--- config.mk ---
export PLATFORM = sky130hd
export DESIGN_NAME = cdb_arbiter
export DESIGN_NICKNAME = d
export VERILOG_FILES = /design/src/rtl/cdb_arbiter.sv
export SDC_FILE = /design/constraint.sdc
export NUM_CORES = 1
export LEC_CHECK = 0
export CAP_MARGIN = 25
export CORE_MARGIN = 3
export CORE_UTILIZATION = 40
export CTS_CLUSTER_DIAMETER = 150
export CTS_CLUSTER_SIZE = 30
export DETAILED_ROUTE_END_ITERATION = 6
export GPL_ROUTABILITY_DRIVEN = 0
export GPL_TIMING_DRIVEN = 0
export REMOVE_ABC_BUFFERS = 1
export SETUP_SLACK_MARGIN = 0.5
export SYNTH_ARGS = -nofsm -noshare
export SYNTH_HDL_FRONTEND = slang
export SYNTH_SLANG_ARGS = --single-unit
--- constraint.sdc ---
create_clock -name clk_in -period 3.8 [get_ports clk_in]
set_clock_uncertainty 0.15 [all_clocks]
set_input_delay 0.57 -clock clk_in [delete_from_list [all_inputs] [get_ports clk_in]]
set_output_delay 0.57 -clock clk_in [all_outputs]
set_load 0.05 [all_outputs]
--- src/rtl/cdb_arbiter.sv ---
// Common-data-bus arbiter: per-source result FIFOs for ALU and LSB, with a
// round-robin grant onto one registered broadcast bus. Flushed by rob_clear_up.
module cdb_arbiter #(
    parameter int ROB_BIT = 4,
    parameter int QDEPTH  = 2
) (
    input  logic               clk_in,
    input  logic               rst_in,
    input  logic               rdy_in,
    input  logic               rob_clear_up,
    input  logic               alu_valid,
    input  logic [ROB_BIT-1:0] alu_rob_entry,
    input  logic [31:0]        alu_value,
    output logic               alu_stall,
    input  logic               lsb_valid,
    input  logic [ROB_BIT-1:0] lsb_rob_entry,
    input  logic [31:0]        lsb_value,
    output logic               lsb_stall,
    output logic               cdb_valid,
    output logic [ROB_BIT-1:0] cdb_rob_entry,
    output logic [31:0]        cdb_value,
    output logic               cdb_src,
    output logic               err_overflow
);
    localparam int PW = (QDEPTH > 1) ? $clog2(QDEPTH) : 1;
    localparam int CW = PW + 1;

    typedef enum logic {SRC_ALU = 1'b0, SRC_LSB = 1'b1} src_e;

    // Index 0 is the ALU queue, index 1 the LSB queue.
    logic [ROB_BIT-1:0] r_tag [2][QDEPTH];
    logic [31:0]        r_val [2][QDEPTH];
    logic [PW-1:0]      r_rd  [2];
    logic [PW-1:0]      r_wr  [2];
    logic [CW-1:0]      r_cnt [2];
    src_e               r_last_grant;

    logic [1:0]         w_in_valid;
    logic [ROB_BIT-1:0] w_in_tag [2];
    logic [31:0]        w_in_val [2];
    logic [1:0]         w_stall;
    logic [1:0]         w_ne;
    logic [1:0]         w_push;
    logic [1:0]         w_pop;
    logic               w_active;
    logic               w_overflow;
    logic               w_grant;
    src_e               w_grant_src;
    logic               w_sel;

    assign w_active    = rdy_in && !rob_clear_up;
    assign w_in_valid  = {lsb_valid, alu_valid};
    assign w_in_tag[0] = alu_rob_entry;
    assign w_in_tag[1] = lsb_rob_entry;
    assign w_in_val[0] = alu_value;
    assign w_in_val[1] = lsb_value;

    // NOTE: every always_comb output gets a default first so no path can infer a latch.
    always_comb begin
        w_stall = '0;
        w_ne    = '0;
        w_push  = '0;
        for (int s = 0; s < 2; s++) begin
            w_stall[s] = (r_cnt[s] == CW'(QDEPTH)) || !rdy_in;
            w_ne[s]    = (r_cnt[s] != '0);
            w_push[s]  = w_in_valid[s] && !w_stall[s] && !rob_clear_up;
        end
    end

    assign alu_stall  = w_stall[0];
    assign lsb_stall  = w_stall[1];
    // With rdy_in high, a stall can only mean a full queue.
    assign w_overflow = w_active && |(w_in_valid & w_stall);

    always_comb begin
        w_grant     = 1'b0;
        w_grant_src = SRC_ALU;
        if (w_active) begin
            if (&w_ne) begin
                w_grant     = 1'b1;
                w_grant_src = (r_last_grant == SRC_ALU) ? SRC_LSB : SRC_ALU;
            end else if (w_ne[0]) begin
                w_grant     = 1'b1;
            end else if (w_ne[1]) begin
                w_grant     = 1'b1;
                w_grant_src = SRC_LSB;
            end
        end
    end

    assign w_sel = w_grant_src;
    assign w_pop = {w_grant && (w_grant_src == SRC_LSB),
                    w_grant && (w_grant_src == SRC_ALU)};

    // NOTE: queue storage has no reset; occupancy is tracked by the pointers and counts.
    always_ff @(posedge clk_in) begin
        for (int s = 0; s < 2; s++) begin
            if (w_push[s]) begin
                r_tag[s][r_wr[s]] <= w_in_tag[s];
                r_val[s][r_wr[s]] <= w_in_val[s];
            end
        end
    end

    // NOTE: all sequential state uses non-blocking assignments so every read sees pre-edge values.
    always_ff @(posedge clk_in or negedge rst_in) begin
        if (!rst_in) begin
            for (int s = 0; s < 2; s++) begin
                r_rd[s]  <= '0;
                r_wr[s]  <= '0;
                r_cnt[s] <= '0;
            end
            r_last_grant  <= SRC_LSB;
            cdb_valid     <= 1'b0;
            cdb_rob_entry <= '0;
            cdb_value     <= '0;
            cdb_src       <= 1'b0;
            err_overflow  <= 1'b0;
        end else if (rdy_in) begin
            if (rob_clear_up) begin
                for (int s = 0; s < 2; s++) begin
                    r_rd[s]  <= '0;
                    r_wr[s]  <= '0;
                    r_cnt[s] <= '0;
                end
                r_last_grant <= SRC_LSB;
                cdb_valid    <= 1'b0;
            end else begin
                for (int s = 0; s < 2; s++) begin
                    if (w_push[s]) r_wr[s] <= r_wr[s] + 1'b1;
                    if (w_pop[s])  r_rd[s] <= r_rd[s] + 1'b1;
                    if (w_push[s] && !w_pop[s])      r_cnt[s] <= r_cnt[s] + 1'b1;
                    else if (!w_push[s] && w_pop[s]) r_cnt[s] <= r_cnt[s] - 1'b1;
                end
                if (w_overflow) err_overflow <= 1'b1;
                if (w_grant) begin
                    cdb_valid     <= 1'b1;
                    cdb_rob_entry <= r_tag[w_sel][r_rd[w_sel]];
                    cdb_value     <= r_val[w_sel][r_rd[w_sel]];
                    cdb_src       <= w_sel;
                    r_last_grant  <= w_grant_src;
                end else begin
                    cdb_valid     <= 1'b0;
                end
            end
        end
    end
endmodule

==> flow_summary_export.csv <==
group,metric,value,unit
route,totalWireLength,15800,µm
power_and_ir_drop,p_leak,3.65,nW
global_route,grt_start_max_net_pins,41,
power_and_ir_drop,intPower,4.35,mW
clocking,cts_tree,"built",
power_and_ir_drop,switchingPower,2.22,mW
clocking,clockBufferDepth,2,
cells_and_area,area_delta_synth_final,28.6,%
route,drcViolationCount,0,
critical_path,critPathMaxFanout,14,
clocking,clkLatencyLatePin,420,ps
logic_synthesis,ys_ff_latch,192,
die,io_pins,119,
critical_path,worstReg2RegStart,"r_cnt[3]$_DFFE_PN0P_",
critical_path,worstSetupPathType,"in2out",
placement,hpwlAfterDp,10400,µm
power_and_ir_drop,switching_share,0.338,
sta,tightest_slew,929,ps
clocking,post_cts_resized,0,
critical_path,r2r_end,"cdb_value[18]$_DFFE_PN0P_",
logic_synthesis,yosys_warnings,0,
power_and_ir_drop,pwr-share-seq,0.419,
die,die_x,145,µm
critical_path,timing.critical_path.from,"rdy_in",
logic_synthesis,yosysTopAreaCell,"edfxtp_1",
clocking,ctsHoldBuffers,0,
placement,placed_area,9340,µm²
route,route.vias.total,4225,
critical_path,setup.worst_path.end,"lsb_stall",
global_route,first_global_vias,4431,
cells_and_area,final_nets,670,
die,die_y,145,µm
critical_path,crit_chain,"clkdlybuf4s50_1 -> nand2_1 -> clkdlybuf4s50_1",
logic_synthesis,synth_top_area_share,0.560,
logic_synthesis,syn_inst,461,
clocking,clockRootBuffer,"clkbuf_16",
critical_path,cp_slowest_cell,"clkdlybuf4s50_1",
clocking,htreeDepth,4,
global_route,antenna_found_initial,0,
critical_path,r2r_cells,4,
route,drt_iter0_markers,273,
global_route,grt_pass1_wl,25100,µm
route,ant_nets,0,
cells_and_area,layout-drive-gt1-share,0.182,
clocking,cts_setup_buffers,0,
route,avgRoutedWirePerCell,18.3,µm
critical_path,crit_top_cell,"clkdlybuf4s50_1",
sta,rsz0062_at_grt,"false",
logic_synthesis,yosys-top-cells-count,"edfxtp_1 (144), mux2i_1 (72), dfrtp_1 (47)",
logic_synthesis,yosys-top-cells-area,"edfxtp_1 (56%), dfrtp_1 (15%), mux2i_1 (9.3%)",
global_route,overflow,0,
critical_path,required,3080,ps
power_and_ir_drop,ir_worst_vdd,0.325,mV
critical_path,reg2reg_slack,1390,ps
die,row_count,50,
clocking,clkTransAtPathRegs,70,ps
critical_path,path_buf_inv,2,
power_and_ir_drop,pwr_density_cell,663,nW/µm²
critical_path,endpoint_kind,"output pin",
sta,finalSetupTns,0,ps
critical_path,worst-path-stages,3,
logic_synthesis,yosysMostFrequentCell,"edfxtp_1",
sta,period_share,0.779,
die,floorplan.initialDensity,0.410,
clocking,cts.sinks,192,
power_and_ir_drop,power_frac_comb,0.313,
cells_and_area,antennaDiodeCount,0,
sta,finalCriticalPeriod,2960,ps
die,die_area,21000,µm²
global_route,track_usage,0.155,
sta,report.final.slew_viol_count,0,
critical_path,critical-path-top-delay-family,"buffers and inverters",
sta,clock.fmax,338,MHz
logic_synthesis,seq_area_frac_synth,0.716,
route,drtPass1Iterations,5,
route,via_per_inst,4.88,
die,core_area,18800,µm²
logic_synthesis,syn_area_per_cell,16.7,µm²
logic_synthesis,synth_top_flop_cell,"edfxtp_1",
cells_and_area,final_cell_area,9920,µm²
sta,setup_viol,0,
sta,relSlewSlack,0.381,
job,cap_violations,0,
run_status,outcome,"complete, no violations",
logic_synthesis,async_flop_share,0.250,
logic_synthesis,synth_area,7720,µm²
critical_path,cp-start-kind,"primary input",
power_and_ir_drop,p_clk_frac,0.267,
logic_synthesis,synth_edf_count,144,
placement,io_buffers,118,
critical_path,crit_arrival,2240,ps
critical_path,max_stage_delay,820,ps
worst_hold_path,min_path_type,"in2async",
logic_synthesis,ys_types,41,
sta,hold_viol,0,
clocking,numCtsBuffers,17,
registers in the layout (all words and copies together) (netlist names), 2 cells and up:
| name | flops |
|---|---|
| r_val | 128 |
| cdb_value | 32 |
| cdb_rob_entry | 4 |
| r_rd | 2 |
| r_tag | 16 |
| r_wr | 2 |
| r_cnt | 4 |
kinds of logic after synthesis:
family	count (synthesis)	share of synthesized area
buffers and inverters	29	0.0227
muxes	108	0.163
AOI/OAI and AO/OA	62	0.0545
and+or+nand+nor	69	0.0422
xor gates and xnor gates	1	0.00114
DFF	192	0.716
worst min-delay path by stage:
| stage | slack [ps] | start | endpoint | cells past startpoint |
|---|---|---|---|---|
| 2_1_floorplan | 120 | rst_in | cdb_rob_entry[0]$_DFFE_PN0P_ | 0 |
| 3_3_place_gp | 310 | cdb_value[26]$_DFFE_PN0P_ | cdb_value[26]$_DFFE_PN0P_ | 2 |
| 3_5_place_dp | 320 | err_overflow$_DFFE_PN0P_ | err_overflow$_DFFE_PN0P_ | 1 |
| 4_1_cts | 110 | rst_in | cdb_value[30]$_DFFE_PN0P_ | 1 |
| 5_1_grt | 130 | rst_in | cdb_value[30]$_DFFE_PN0P_ | 1 |
| 6_report | 100 | rst_in | cdb_value[30]$_DFFE_PN0P_ | 1 |
cell usage in the layout (no fill, tap or decap), drive strengths merged:
cell type      instances
o22ai                  1
a31o                   1
nor3                   2
a21oi                  5
o21ai                 44
mux2                  36
nand3b                 1
and2b                  2
a22o                   1
inv                    9
nand4b                 2
a21boi                 1
and3                   1
a211o                  2
dfstp                  1
o2bb2ai                1
nand2                 43
o211ai                 2
clkbuf                21
or4                    1
a31oi                  2
bufinv                 2
mux2i                 72
nor2                   7
dfrtp                 47
or2                    1
edfxtp               144
nor4b                  1
o21bai                 2
or2b                   1
clkdlybuf4s50        117
or3                    1
nand2b                 2
nand3                  4
clkinvlp               1
xnor2                  1
clkinv                 6
buf                   17
metrics by stage:
step / total power [mW] / util / worst slack, ps / hold WS [ps] / std cells
detailed placement: 4.89 / 0.496 / 469 / 315 / 833
global placement: 4.84 / 0.482 / -3290 / 310 / 817
CTS: 6.65 / 0.527 / 849 / 109 / 865
floorplan: 4.11 / - / -14.3 / 124 / 439
finish: 6.58 / 0.527 / 839 / 101 / 865
global route: 6.87 / 0.527 / 759 / 128 / 865
layer usage:
metal  up-vias  routed length (µm)  GRT usage
met3        23                 847     0.0478
met1      2103                7110      0.201
met2       109                7610      0.254
met4         0                 249     0.0456
li1       1990                   -          -
met5         -                   0          0
power by group through the flow:
stage               logic, mW  registers, mW  clock network (mW)
finish                   2.06           2.76                1.76
global route             2.18           2.80                1.88
CTS                      2.09           2.77                1.79
detailed placement       2.08           2.80                   0
global placement         1.97           2.88                   0
floorplan               0.580           3.53                   0
layout make-up:
cell class                 instances  area (µm²)
tap                              260         325
timing repair buffer             134        1410
clock buffer                      21         450
inverter                           7        26.3
sequential                       192        5530
clock inverter                    11         133
fill                            1532        8910
multi-input combinational        240        2050
worst reg2reg max path: cells and delay by family, from the launching register on:
| family | cells | cell delay, ps |
|---|---|---|
| AND/OR/NAND/NOR | 1 | 720 |
| flip-flops | 1 | 470 |
| AO/OA/AOI/OAI | 2 | 400 |
| multiplexers | 1 | 590 |
Note: power is estimated with default switching activity, not from simulation.
